**config.mk**
```make
export PLATFORM = sky130hd
export DESIGN_NAME = accum_bank
export DESIGN_NICKNAME = d
export VERILOG_FILES = /design/src/rtl/accum_bank_pkg.sv /design/src/rtl/accum_sat_add.sv /design/src/rtl/accum_bank.sv
export SDC_FILE = /design/constraint.sdc
export NUM_CORES = 1
export LEC_CHECK = 0
export BUFFER_PORTS_ARGS = -buffer_cell sky130_fd_sc_hd__buf_4
export CORE_ASPECT_RATIO = 0.9
export CORE_MARGIN = 1
export CORE_UTILIZATION = 45
export CTS_BUF_LIST = sky130_fd_sc_hd__clkbuf_2
export CTS_CLUSTER_DIAMETER = 30
export CTS_CLUSTER_SIZE = 14
export DETAILED_ROUTE_END_ITERATION = 16
export PLACE_DENSITY_LB_ADDON = 0.3
export SLEW_MARGIN = 0
export SYNTH_ARGS = -nofsm -noshare
export SYNTH_HDL_FRONTEND = slang
export SYNTH_HIERARCHICAL = 1
export SYNTH_SLANG_ARGS = --single-unit
```
**constraint.sdc**
```tcl
create_clock -name Clk -period 6.7 [get_ports Clk]
set_input_delay 0.67 -clock Clk [delete_from_list [all_inputs] [get_ports Clk]]
set_output_delay 0.67 -clock Clk [all_outputs]
set_load 0.05 [all_outputs]
```
**src/rtl/accum_bank_pkg.sv**
```systemverilog
// Shared types and limit helpers for the multi-channel accumulator bank.
package accum_bank_pkg;

  typedef enum logic {ST_IDLE, ST_SWEEP} state_t;

  localparam int unsigned MAX_W = 128;

  // Largest positive two's-complement value of width w, zero-extended to MAX_W.
  function automatic logic [MAX_W-1:0] acc_max(input int unsigned w);
    logic [MAX_W-1:0] v;
    v = '0;
    for (int unsigned i = 0; i + 1 < w; i++) v[i] = 1'b1;
    return v;
  endfunction

  // Most-negative two's-complement value of width w, zero-extended to MAX_W.
  function automatic logic [MAX_W-1:0] acc_min(input int unsigned w);
    logic [MAX_W-1:0] v;
    v = '0;
    v[w-1] = 1'b1;
    return v;
  endfunction

endpackage

```
**src/rtl/accum_sat_add.sv**
```systemverilog
// Combinational signed add/subtract with overflow detect.
// ACCUM_SATURATE_EN selects clamping on overflow; otherwise the result wraps.
module accum_sat_add
  import accum_bank_pkg::*;
#(
  parameter int unsigned W = 64
) (
  input  logic [W-1:0] i_a,
  input  logic [W-1:0] i_b,
  input  logic         i_sub,
  output logic [W-1:0] o_sum,
  output logic         o_ovf
);

  localparam logic [MAX_W-1:0] MaxFull = acc_max(W);
  localparam logic [MAX_W-1:0] MinFull = acc_min(W);
  localparam logic [W-1:0]     AccMax  = MaxFull[W-1:0];
  localparam logic [W-1:0]     AccMin  = MinFull[W-1:0];

  logic [W-1:0] w_b_eff;
  logic [W-1:0] w_raw;
  logic         w_b_min;

  assign w_b_eff = i_sub ? (~i_b + W'(1)) : i_b;
  assign w_raw   = i_a + w_b_eff;
  assign w_b_min = (i_b == AccMin);

  // Negating the most-negative value is itself unrepresentable, so always flag it.
  assign o_ovf = ((i_a[W-1] == w_b_eff[W-1]) && (w_raw[W-1] != i_a[W-1])) ||
                 (i_sub && w_b_min);

`ifdef ACCUM_SATURATE_EN
  logic w_pos;
  assign w_pos = (i_sub && w_b_min) || !i_a[W-1];
  assign o_sum = o_ovf ? (w_pos ? AccMax : AccMin) : w_raw;
`else
  assign o_sum = w_raw;
`endif

endmodule

```
**src/rtl/accum_bank.sv**
```systemverilog
// Multi-channel signed accumulator bank with clear sweep, registered read port and sticky ovf.
// Build with ACCUM_SATURATE_EN to clamp on overflow instead of wrapping.
module accum_bank
  import accum_bank_pkg::*;
#(
  parameter int unsigned DATA_WIDTH = 32,
  parameter int unsigned NUM_CH     = 4,
  localparam int unsigned ACC_W     = 2 * DATA_WIDTH,
  localparam int unsigned CH_W      = $clog2(NUM_CH)
) (
  input  logic              Clk,
  input  logic              Rst_n,
  input  logic              in_valid,
  output logic              in_ready,
  input  logic [CH_W-1:0]   in_ch,
  input  logic              in_sub,
  input  logic [ACC_W-1:0]  in_addend,
  input  logic              clr_valid,
  input  logic [CH_W-1:0]   clr_ch,
  input  logic              clr_all,
  input  logic              rd_req,
  input  logic [CH_W-1:0]   rd_ch,
  output logic              rd_valid,
  output logic [ACC_W-1:0]  rd_data,
  output logic              rd_ovf,
  output logic [NUM_CH-1:0] ovf,
  output logic              busy
);

  localparam logic [CH_W:0]   NumChL  = (CH_W + 1)'(NUM_CH);
  localparam logic [CH_W-1:0] LastIdx = CH_W'(NUM_CH - 1);

  logic [ACC_W-1:0]  r_acc [NUM_CH];
  logic [ACC_W-1:0]  w_acc_d [NUM_CH];
  logic [NUM_CH-1:0] r_ovf, w_ovf_d;
  state_t            r_state, w_state_d;
  logic [CH_W-1:0]   r_sweep_idx, w_sweep_idx_d;
  logic              r_rd_valid, r_rd_ovf;
  logic [ACC_W-1:0]  r_rd_data;

  logic              w_in_ok, w_rd_ok, w_accept, w_add_ovf;
  logic [ACC_W-1:0]  w_acc_sel, w_sum;

  assign w_in_ok   = ({1'b0, in_ch} < NumChL);
  assign w_rd_ok   = ({1'b0, rd_ch} < NumChL);
  assign in_ready  = (r_state == ST_IDLE) & ~clr_valid & ~clr_all;
  assign w_accept  = in_valid & in_ready;
  assign w_acc_sel = w_in_ok ? r_acc[in_ch] : '0;

  accum_sat_add #(
    .W (ACC_W)
  ) u_add (
    .i_a   (w_acc_sel),
    .i_b   (in_addend),
    .i_sub (in_sub),
    .o_sum (w_sum),
    .o_ovf (w_add_ovf)
  );

  always_comb begin
    w_state_d     = r_state;
    w_sweep_idx_d = r_sweep_idx;
    unique case (r_state)
      ST_IDLE: begin
        w_sweep_idx_d = '0;
        if (clr_all) w_state_d = ST_SWEEP;
      end
      ST_SWEEP: begin
        w_sweep_idx_d = r_sweep_idx + CH_W'(1);
        if (r_sweep_idx == LastIdx) w_state_d = ST_IDLE;
      end
      default: w_state_d = ST_IDLE;
    endcase
  end

  // Out-of-range channel indices match no slot, so those writes fall away.
  always_comb begin
    w_acc_d = r_acc;
    w_ovf_d = r_ovf;
    for (int i = 0; i < int'(NUM_CH); i++) begin
      if (r_state == ST_SWEEP) begin
        if (r_sweep_idx == CH_W'(i)) begin
          w_acc_d[i] = '0;
          w_ovf_d[i] = 1'b0;
        end
      end else if (clr_all) begin
        w_acc_d[i] = r_acc[i];
      end else if (clr_valid) begin
        if (clr_ch == CH_W'(i)) begin
          w_acc_d[i] = '0;
          w_ovf_d[i] = 1'b0;
        end
      end else if (w_accept && (in_ch == CH_W'(i))) begin
        w_acc_d[i] = w_sum;
        if (w_add_ovf) w_ovf_d[i] = 1'b1;
      end
    end
  end

  always_ff @(posedge Clk) begin
    if (!Rst_n) begin
      r_state     <= ST_IDLE;
      r_sweep_idx <= '0;
      r_ovf       <= '0;
      r_rd_valid  <= 1'b0;
      r_rd_data   <= '0;
      r_rd_ovf    <= 1'b0;
      for (int i = 0; i < int'(NUM_CH); i++) r_acc[i] <= '0;
    end else begin
      r_state     <= w_state_d;
      r_sweep_idx <= w_sweep_idx_d;
      r_ovf       <= w_ovf_d;
      r_rd_valid  <= rd_req;
      for (int i = 0; i < int'(NUM_CH); i++) r_acc[i] <= w_acc_d[i];
      // Read samples pre-edge contents so a same-cycle write returns the old value.
      if (rd_req) begin
        r_rd_data <= w_rd_ok ? r_acc[rd_ch] : '0;
        r_rd_ovf  <= w_rd_ok ? r_ovf[rd_ch] : 1'b0;
      end
    end
  end

  assign busy     = (r_state == ST_SWEEP);
  assign ovf      = r_ovf;
  assign rd_valid = r_rd_valid;
  assign rd_data  = r_rd_data;
  assign rd_ovf   = r_rd_ovf;

endmodule

```
==> results.yml <==
status:
  run_status: "finished clean"
power:
  combPwrFrac_pct: 15.1
  switching_share_pct: 32.78
  ir_drop_v: 0.0001039
  p_int_w: 0.002783
  cellPowerDensity_nw_per_um2: 192.4
  p_clk_share_pct: 37.3
  leakagePower_nw: 7.969
  sequentialPowerShare_pct: 47.6
  switching_power_w: 0.001357
synth:
  synth_area_leaders: "dfxtp_1 (34%), mux4_2 (15%), o22ai_1 (8.2%)"
  yosysWarningCount: 6
  ys_ff_latch: 329
  synth.distinct_cells: 69
  synth_area_leader_cell: "dfxtp_1"
  yosysSeqAreaShare_pct: 33.80
  yosysTopAreaCellShare_pct: 33.80
  synth_nets: 2240
  syn_avg_cell_area_sq_um: 9.311
  synth_ff_type: "dfxtp_1"
  netlist_area_sq_um: 19490
  netlist_instances: 2093
  async_flop_share_pct: 0
  synth_edf_count: 0
floorplan:
  core_sq_um: 42290
  row_count: 71
  die-area_sq_um: 44140
  die_h_um: 199.4
  fp.dieW_um: 221.4
  start_util_pct: 46.09
  ios: 149
timing:
  max_slew_margin_pct: 10.68
  finClkSkew_ns: 0.1233
  slew_viol_final: 0
  max_freq_mhz: 193.0
  setup_viol: 0
  finalCritPeriodShare_pct: 77.32
  fin_crit_ns: 5.180
  rsz0062_at_grt: "false"
  finalHoldViolations: 0
  tns_ns: 0
  tightestPinTransition_ns: 1.340
clock_tree:
  cts_resized: 0
  cts-root-buf: "clkbuf_2"
  h-tree-depth: 3
  cts_tree: "yes"
  insertion_delay_ns: 1.09
  numCtsBuffers: 72
  clk_pin_slew_ns: 0.18
  cts_sinks: 329
  clock_path_buffers: 3
global_routing:
  antenna_found_initial: 1
  grt-ovfl-total: 0
  grt_max_degree: 144
  track_usage_pct: 28.67
  grt_pass1_vias: 17695
  grt_pass1_wl_mm: 99.31
placement:
  place_area_sq_um: 20660
  post-dp-hpwl_mm: 40.01
  portBuffers: 148
  gp_congestion: 0.9922
critical_path:
  slowest_delay_ns: 0.55
  crit_path_max_fanout: 7
  path_cells: "buf_4 > or4_4 > nor4_1 > nand2_1 > or3_1 > nand2b_1 > o31ai_1 > xnor2_1 > ha_1 > a21oi_1 > o21bai_1 > a21oi_1 > o21ai_0 > a221oi_1 > o21ai_0 > a21oi_1 > nor3_1 > or3b_2 > nand2_1 > o22ai_1"
  cp-start-kind: "input port"
  worst-r2r-setup-slack_ns: 1.75
  critPathKind: "in -> reg"
  cp_data_arrival_time_ns: 6.05
  worstSetupEndpointType: "flop"
  slowest_stage: "or4_4"
  worst_path_most_repeated_cell: "a21oi_1"
  cp.required_ns: 7.57
route:
  first_pass_iters: 5
  drt-initial-drc-count: 2126
  post-route-drc-count: 0
  vias: 18209
  viasPerCell: 6.621
  final_antenna_net_count: 0
  drt-total-wl_mm: 64.40
  wire_per_inst_um: 23.42
final_layout:
  drive_gt1_share_pct: 20.12
  syn_to_final_growth_pct: 10.44
  fin_area_sq_um: 21520
  register_area_sq_um: 6586
  multi_input_area_sq_um: 12050
  n_fill_cell: 3997
  nets: 2295
hold_path:
  hold_path_class: "in -> reg"
job:
  cap_violations: 0
## what timing repair did
item / in CTS / in global routing
hold buffers: 3 / 0
hold endpoints to repair: 4 / 0
setup buffers: 0 / 0
## per-stage QoR
| stage | hold slack (ns) | total power [W] | utilization (%) | worst slack [ns] | instances |
|---|---|---|---|---|---|
| 6_report | 0.1375 | 0.004140 | 50.90 | 1.520 | 2750 |
| 5_1_grt | 0.09829 | 0.004297 | 50.90 | 1.348 | 2750 |
| 4_1_cts | 0.08074 | 0.004151 | 50.89 | 1.782 | 2749 |
| 3_5_place_dp | 0.4811 | 0.002622 | 48.85 | 0.6566 | 2618 |
| 3_3_place_gp | 0.4758 | 0.002618 | 48.85 | 0.7577 | 2618 |
| 2_1_floorplan | 0.4706 | 0.002425 | - | 1.518 | 2093 |
## cell usage after synthesis (all sizes together) (25+ instances only)
library cell    n
dfxtp         329
o21ai         316
o22ai         256
nand2         143
clkbuf        132
mux4          129
nor2          100
xnor2          93
a21oi          83
ha             69
mux2i          66
buf            56
a21o           33
xor2           29
o31ai          25
## layer usage
metal	share of wire, %	GRT usage [%]	vias to the layer above
li1	-	-	8144
met1	41	37.28	8840
met2	46	45.33	1057
met3	9.7	6.528	168
met4	3.6	13.55	0
met5	0	0	-
## logic make-up (layout without fill, tap and decap cells)
family | count (synthesis) | in the layout | synth area share, %
compound gates | 784 | 784 | 23.69
xor+xnor | 122 | 122 | 5.483
fa+ha+maj | 70 | 70 | 4.533
buf+inv | 211 | 320 | 4.713
flops | 329 | 329 | 33.80
mux | 195 | 195 | 18.30
other cells | 0 | 1 | 0
simple gates | 382 | 382 | 9.483
## cell type report
class | count | share of cell area, %
Timing Repair Buffer | 169 | 5.930
Tap cell | 547 | 3.180
Clock inverter | 49 | 2.029
Antenna cell | 1 | 0.01163
Clock buffer | 79 | 1.837
Multi-Input combinational cell | 1553 | 56.01
Sequential cell | 329 | 30.60
Inverter | 23 | 0.4011
## flip-flops by register name (all words and copies together), names as in the netlist
name	cells
busy	1
ovf	4
r_acc	256
r_sweep_idx	2
rd_data	64
rd_ovf	1
rd_valid	1
## cell usage in the layout (no fill, tap or decap), drive strengths merged, types with 69 or more instances in the layout
cell type    n
xnor2       93
a21oi       83
o22ai      256
nand2      143
ha          69
clkbuf      79
dfxtp      329
mux4       129
o21ai      316
buf        166
nor2       100
## critical path, delay by kind of cell
family,cells,cell delay [ns]
AO/OA/AOI/OAI,9,2.05
adder cells (fa/ha/maj),1,0.41
buffers and inverters,1,0.12
AND/OR/NAND/NOR,8,2.66
XOR/XNOR,1,0.14
## power by group through the flow
| stage | Clock (W) | Combinational [W] | Sequential [W] |
|---|---|---|---|
| detailed placement | 0 | 0.000607 | 0.00201 |
| finish | 0.00154 | 0.000624 | 0.00197 |
| global placement | 0 | 0.000604 | 0.00201 |
| floorplan | 0 | 0.000408 | 0.00202 |
| global route | 0.00166 | 0.000662 | 0.00197 |
| CTS | 0.00157 | 0.000611 | 0.00197 |
## final timing paths
| path | start | endpoint | depth (start not counted) |
|---|---|---|---|
| min reg2reg | r_acc[106]$_SDFFE_PN0P_ | r_acc[106]$_SDFFE_PN0P_ | 2 |
| min | clr_valid | r_acc[196]$_SDFFE_PN0P_ | 4 |
| max reg2reg | r_acc[0]$_SDFFE_PN0P_ | r_acc[250]$_SDFFE_PN0P_ | 16 |
| max | in_addend[23] | r_acc[60]$_SDFFE_PN0P_ | 20 |
(Power assumes the default switching activity.)
